<file path="config.mk">
export PLATFORM = sky130hd
export DESIGN_NAME = shift_reg_burst_unit
export DESIGN_NICKNAME = d
export VERILOG_FILES = /design/src/rtl/shift_pkg.sv /design/src/rtl/ext_bit_reg.sv /design/src/rtl/shift_reg_burst_unit.sv
export SDC_FILE = /design/constraint.sdc
export NUM_CORES = 1
export LEC_CHECK = 0
export BUFFER_PORTS_ARGS = -buffer_cell sky130_fd_sc_hd__buf_4
export CAP_MARGIN = 20
export CORE_UTILIZATION = 55
export CTS_CLUSTER_DIAMETER = 150
export DETAILED_ROUTE_END_ITERATION = 7
export PLACE_DENSITY = 0.82
export SLEW_MARGIN = 5
export SYNTH_ARGS = -nofsm -noshare
export SYNTH_HDL_FRONTEND = slang
export SYNTH_SLANG_ARGS = --single-unit
export TNS_END_PERCENT = 30
</file>
<file path="constraint.sdc">
create_clock -name Clk -period 4.46 [get_ports Clk]
set_clock_uncertainty 0.15 [all_clocks]
set_input_delay 1.338 -clock Clk [delete_from_list [all_inputs] [get_ports Clk]]
set_output_delay 1.338 -clock Clk [all_outputs]
set_load 0.03 [all_outputs]
</file>
<file path="src/rtl/shift_pkg.sv">
// Shared types and the one-step shift function for the shift/burst datapath.
package shift_pkg;

  typedef enum logic [1:0] {
    MODE_LSR = 2'b00,
    MODE_XSR = 2'b01,
    MODE_ROR = 2'b10,
    MODE_SHL = 2'b11
  } shift_mode_t;

  typedef enum logic [1:0] {
    ST_IDLE  = 2'b00,
    ST_SHIFT = 2'b01,
    ST_DONE  = 2'b10
  } burst_state_t;

  // Widest register the shift function can serve; callers zero-extend into it.
  localparam int MAX_W = 64;

  // One shift step on the low 'width' bits of data; bits at and above 'width'
  // come back as zero so the caller can simply truncate.
  function automatic logic [MAX_W-1:0] shift_next(
    input logic [MAX_W-1:0] data,
    input int               width,
    input shift_mode_t      mode,
    input logic             shift_in,
    input logic             x_bit
  );
    logic [MAX_W-1:0] res;
    logic [MAX_W-1:0] sr;
    logic [MAX_W-1:0] sl;
    logic             fill;
    res = '0;
    sr  = data >> 1;
    sl  = data << 1;
    case (mode)
      MODE_LSR: fill = shift_in;
      MODE_XSR: fill = x_bit;
      MODE_ROR: fill = data[0];
      default:  fill = shift_in;
    endcase
    for (int i = 0; i < MAX_W; i++) begin
      if (mode == MODE_SHL) begin
        if (i == 0)          res[i] = shift_in;
        else if (i < width)  res[i] = sl[i];
      end else begin
        if (i == width - 1)     res[i] = fill;
        else if (i < width - 1) res[i] = sr[i];
      end
    end
    return res;
  endfunction

endpackage

</file>
<file path="src/rtl/ext_bit_reg.sv">
// Extension bit X: a single flop loaded from X_In, otherwise holding.
module ext_bit_reg (
  input  logic Clk,
  input  logic Reset_n,
  input  logic Load_X,
  input  logic X_In,
  output logic X
);

  logic x_q, x_d;

  // Next value: load when requested, hold otherwise.
  always_comb begin
    x_d = x_q;
    if (Load_X) x_d = X_In;
  end

  // X storage with asynchronous clear.
  always_ff @(posedge Clk or negedge Reset_n) begin
    if (!Reset_n) x_q <= 1'b0;
    else          x_q <= x_d;
  end

  assign X = x_q;

endmodule

</file>
<file path="src/rtl/shift_reg_burst_unit.sv">
// Parametrised shift register with four shift modes, extension bit X and an
// autonomous burst engine performing Burst_Len shifts with Busy/Done handshake.
//
// state    | meaning
// ---------+-----------------------------------------------------------
// ST_IDLE  | waiting; Shift_En single steps, Burst_Start launches burst
// ST_SHIFT | one shift per edge using latched mode, counter decrements
// ST_DONE  | Done pulse cycle, still Busy, returns to ST_IDLE
module shift_reg_burst_unit
  import shift_pkg::*;
#(
  parameter int WIDTH = 8,
  parameter int CNT_W = $clog2(WIDTH + 1)
) (
  input  logic             Clk,
  input  logic             Reset_n,
  input  logic             Load,
  input  logic [WIDTH-1:0] D,
  input  logic             Load_X,
  input  logic             X_In,
  input  logic [1:0]       Mode,
  input  logic             Shift_In,
  input  logic             Shift_En,
  input  logic             Burst_Start,
  input  logic [CNT_W-1:0] Burst_Len,
  output logic [WIDTH-1:0] Data_out,
  output logic             X,
  output logic             Shift_out,
  output logic             Busy,
  output logic             Done
);

  localparam logic [CNT_W-1:0] LEN_MAX = CNT_W'(WIDTH);
  localparam logic [CNT_W-1:0] CNT_ONE = CNT_W'(1);

  burst_state_t     state_q, state_d;
  logic [CNT_W-1:0] cnt_q, cnt_d;
  shift_mode_t      mode_q, mode_d;
  shift_mode_t      mode_live, mode_eff;
  logic [CNT_W-1:0] len_sat;
  logic [WIDTH-1:0] data_q, data_d;
  logic [MAX_W-1:0] data_ext;
  logic [WIDTH-1:0] shift_res;
  logic             x_q;

  ext_bit_reg u_ext_bit (
    .Clk     (Clk),
    .Reset_n (Reset_n),
    .Load_X  (Load_X),
    .X_In    (X_In),
    .X       (x_q)
  );

  assign mode_live = shift_mode_t'(Mode);
  assign len_sat   = (Burst_Len > LEN_MAX) ? LEN_MAX : Burst_Len;

  // FSM state register: burst state, remaining-shift counter, latched mode.
  always_ff @(posedge Clk or negedge Reset_n) begin
    if (!Reset_n) begin
      state_q <= ST_IDLE;
      cnt_q   <= '0;
      mode_q  <= MODE_LSR;
    end else begin
      state_q <= state_d;
      cnt_q   <= cnt_d;
      mode_q  <= mode_d;
    end
  end

  // FSM next state: Load aborts from any state, otherwise walk the burst.
  always_comb begin
    state_d = state_q;
    cnt_d   = cnt_q;
    mode_d  = mode_q;
    if (Load) begin
      state_d = ST_IDLE;
      cnt_d   = '0;
    end else begin
      case (state_q)
        ST_IDLE: begin
          if (Burst_Start) begin
            mode_d = mode_live;
            if (len_sat != '0) begin
              cnt_d   = len_sat;
              state_d = ST_SHIFT;
            end else begin
              state_d = ST_DONE;
            end
          end
        end
        ST_SHIFT: begin
          cnt_d = cnt_q - CNT_ONE;
          if (cnt_q == CNT_ONE) state_d = ST_DONE;
        end
        ST_DONE:  state_d = ST_IDLE;
        default:  state_d = ST_IDLE;
      endcase
    end
  end

  // FSM outputs: handshake flags and the effective mode (latched while busy).
  always_comb begin
    Busy      = (state_q != ST_IDLE);
    Done      = (state_q == ST_DONE);
    mode_eff  = Busy ? mode_q : mode_live;
    Shift_out = (mode_eff == MODE_SHL) ? data_q[WIDTH-1] : data_q[0];
  end

  // One-step shift candidate for the current effective mode.
  always_comb begin
    data_ext              = '0;
    data_ext[WIDTH-1:0]   = data_q;
    shift_res             = WIDTH'(shift_next(data_ext, WIDTH, mode_eff, Shift_In, x_q));
  end

  // Data next value: Load, then burst shift, then idle single step, then hold.
  always_comb begin
    data_d = data_q;
    if (Load)
      data_d = D;
    else if (state_q == ST_SHIFT)
      data_d = shift_res;
    else if (state_q == ST_IDLE && Shift_En && !Burst_Start)
      data_d = shift_res;
  end

  // Data register with asynchronous clear.
  always_ff @(posedge Clk or negedge Reset_n) begin
    if (!Reset_n) data_q <= '0;
    else          data_q <= data_d;
  end

  assign Data_out = data_q;
  assign X        = x_q;

endmodule

</file>
==> metrics.txt <==
crit-path max FO=2; # IOs=34; Placer Congestion=0.864; Comb power frac=58.5%; final wirelength=about 2500 µm; cell chain of the critical path=buf_4 -> mux2i_1 -> inv_1 -> ha_1 -> mux2_2 -> buf_4; iteration-0 DRC count of the detailed router=12; FF-to-FF setup slack=1.83 ns; Starting Density=58.8%; Post-route DRC=0; post-synth net total=148; vias in the first global route=920; initial antenna violation count=0; kind of critical path=input pin to output pin; Sink Count=17; worst hold path depth=1; Clk pin slew, worst setup/hold paths=approximately 0.1 ns; hold buffers post-CTS=0; Routed Antenna Nets=0; mean area per synthesized cell=9.63 µm²; CTS tree=built; CP arrival=2.41 ns; hold wc startpoint=mode_q[0]; crit-path max cell delay=0.28 ns; Worst slew margin=a little under three quarters; TritonCTS Buffers=3; largest net degree at the start of global routing=28; met3 Resource Use GR=5.28%; GRT Total Usage=24.4%; Synth top area share=36.5%; Via density=5.57; Area contributors post-synth=dfrtp_1 (37%), mux2_2 (12%), mux2i_1 (7.7%), ha_1 (5.4%), a21oi_1 (4.7%); Worst Setup SP=Mode[0]; Slew Limit Fails=0; Area growth syn-to-layout=24.7%; M2 GR Usage=40.5%; CP Capture Type=output pin; drt pass-1 iters=4; Max Buffers Root-to-Sink=2; setup bufs post-CTS=0; area of the core=0.00198 mm²; P per Cell Area=630 mW/mm²; via count=1003; RSZ-0062 raised after global routing=false; Psw=between 400 and 500 µW; critical path buffer and inverter count=3; Crit Reg-Reg Startpoint=state_q[1]; fmax=approximately 260 MHz; first-pass GRT wire length=~3900 µm; chip width=48.0 µm; CP top delay family=multiplexers; slowest CP cell=mux2_2; clock share of power=9.4%; outcome=finished, final reports clean; Leak=0.000675 µW; Reg-to-Reg End=Data_out[7]; Site Rows=16; Hold Fails Final Rpt=0; H-Tree Level Count=1; Final Setup Violations=0; Seq pwr share=roughly 32%; DR WL/cell=between 10 and 15 µm; n_diodes=0; CTS root buffer=clkbuf_4; final setup TNS=0 ns; post-layout net count=181; area leader, netlist=dfrtp_1; switch share=45.2%; final worst slack=0.562 ns; die area=around 0.0023 mm²; IO buf count=33; pre-CTS setup slack=0.557 ns; Power Internal=around 500 µW; post-DP HPWL=1830 µm; synthesized flop and latch total=17; Worst VDD drop=just under 0.6 mV; total of max-cap violations=0; Cell variety after synth=31; period utilization=~87%; Syn Inst Count=around 120; layout cells sized above 1=approximately 35%; grt peak-use layer=met2; most frequent CP cell=buf_4; Min Hold Slack=0.369 ns; Ys Warns=0; Die H=48.0 µm; synthesized area=roughly 0.0012 mm²; total congestion overflow=0; Min Clock Period, post-route=3.90 ns; latest clock arrival within the worst-skew pair=between 0.2 and 0.3 ns; r2r worst-path depth=8; post-CTS sizing=0; sequential cell area fraction in the yosys report=36.5%; Worst setup SP type=input pin; Worst EP required=a little under 3 ns; Min-Delay Endpoint=mode_q[0]; Slew @ Worst Pin=0.426 ns; met1 Resource Use GR=29.5%; Hold WC Path Type=flip-flop to flip-flop
## routing by layer
| layer | vias up | share of wire [%] |
|---|---|---|
| met5 | - | 0 |
| met1 | 469 | 43 |
| met3 | 4 | 4.8 |
| met4 | 0 | 1.2 |
| li1 | 498 | - |
| met2 | 32 | 51 |
## layout by cell type, fill, tap and decap left out, types with 4 or more instances in the layout
| cell type | count |
|---|---|
| dfrtp_1 | 17 |
| ha_1 | 5 |
| inv_1 | 8 |
| buf_4 | 34 |
| mux2i_1 | 9 |
| a21oi_1 | 11 |
| o21ai_0 | 8 |
| a211oi_1 | 4 |
| nand2b_1 | 5 |
| nor2_1 | 4 |
| nand2_1 | 9 |
| mux2_2 | 12 |
## how the worst max path moves through the flow
stage                      to  slack, ns  cells after the start
detailed placement  Shift_out       0.56                      6
CTS                 Shift_out       0.55                      6
global placement    Shift_out       0.60                      5
global route        Shift_out       0.46                      6
finish              Shift_out       0.56                      6
floorplan           Shift_out       0.62                      4
## synthesized netlist by cell type (all sizes together)
master and number:
a211o 1, a211oi 4, a21oi 11, a221o 1
a22oi 1, a2bb2oi 2, and2b 1, buf 5
clkbuf 1, dfrtp 17, ha 5, inv 8
mux2 12, mux2i 9, nand2 9, nand2b 5
nand3b 2, nor2 5, nor2b 3, nor3 3
nor3b 1, nor4b 1, o211ai 1, o21ai 8
o221a 1, o41a 1, or3 2, or4 1
## through the flow
| stage | area, µm² | utilization, % | total power [µW] | std cells |
|---|---|---|---|---|
| 3_3_place_gp | 1430 | 72.0 | 812 | 176 |
| 4_1_cts | 1450 | 73.3 | 918 | 180 |
| 2_1_floorplan | 1160 | - | 667 | 121 |
| 6_report | 1450 | 73.3 | 915 | 180 |
| 5_1_grt | 1450 | 73.3 | 979 | 180 |
| 3_5_place_dp | 1430 | 72.0 | 829 | 176 |
## worst reg2reg max path, cell delays in order (launching register included)
cell	delay [ns]
dfrtp_1	0.55
nor2_1	0.31
mux2_2	0.40
ha_1	0.22
buf_4	0.20
a211o_1	0.23
a21oi_1	0.12
o21ai_0	0.10
mux2_2	0.26
## power by group through the flow
stage	sequential, µW	combinational [µW]	clock [µW]
finish	294	535	86.4
global route	304	582	93.3
CTS	292	537	88.4
detailed placement	294	534	0
global placement	292	520	0
floorplan	336	331	0
## cell families (layout without fill, tap and decap cells)
logic type	after synthesis	after routing	share of synthesized area [%]
flip-flops	17	17	36.5
AO/OA/AOI/OAI	31	31	17.1
AND/OR/NAND/NOR	33	33	16.8
multiplexers	21	21	19.3
buffers and inverters	14	46	4.94
adder cells (fa/ha/maj)	5	5	5.37
## area by class of cell
class                   instances  area, µm²
clock buffers                   4       26.3
multi-input cells              90        682
inverters                       8       30.0
well taps                      27       33.8
fillers                       145        529
repair buffers                 34        255
flip-flops and latches         17        425
## registers in the layout, indices dropped and copies added (netlist names)
register     flops
cnt_q            4
mode_q           2
u_ext_bit.X      1
Data_out         8
state_q          2
Power figures use the tool's default switching activity.
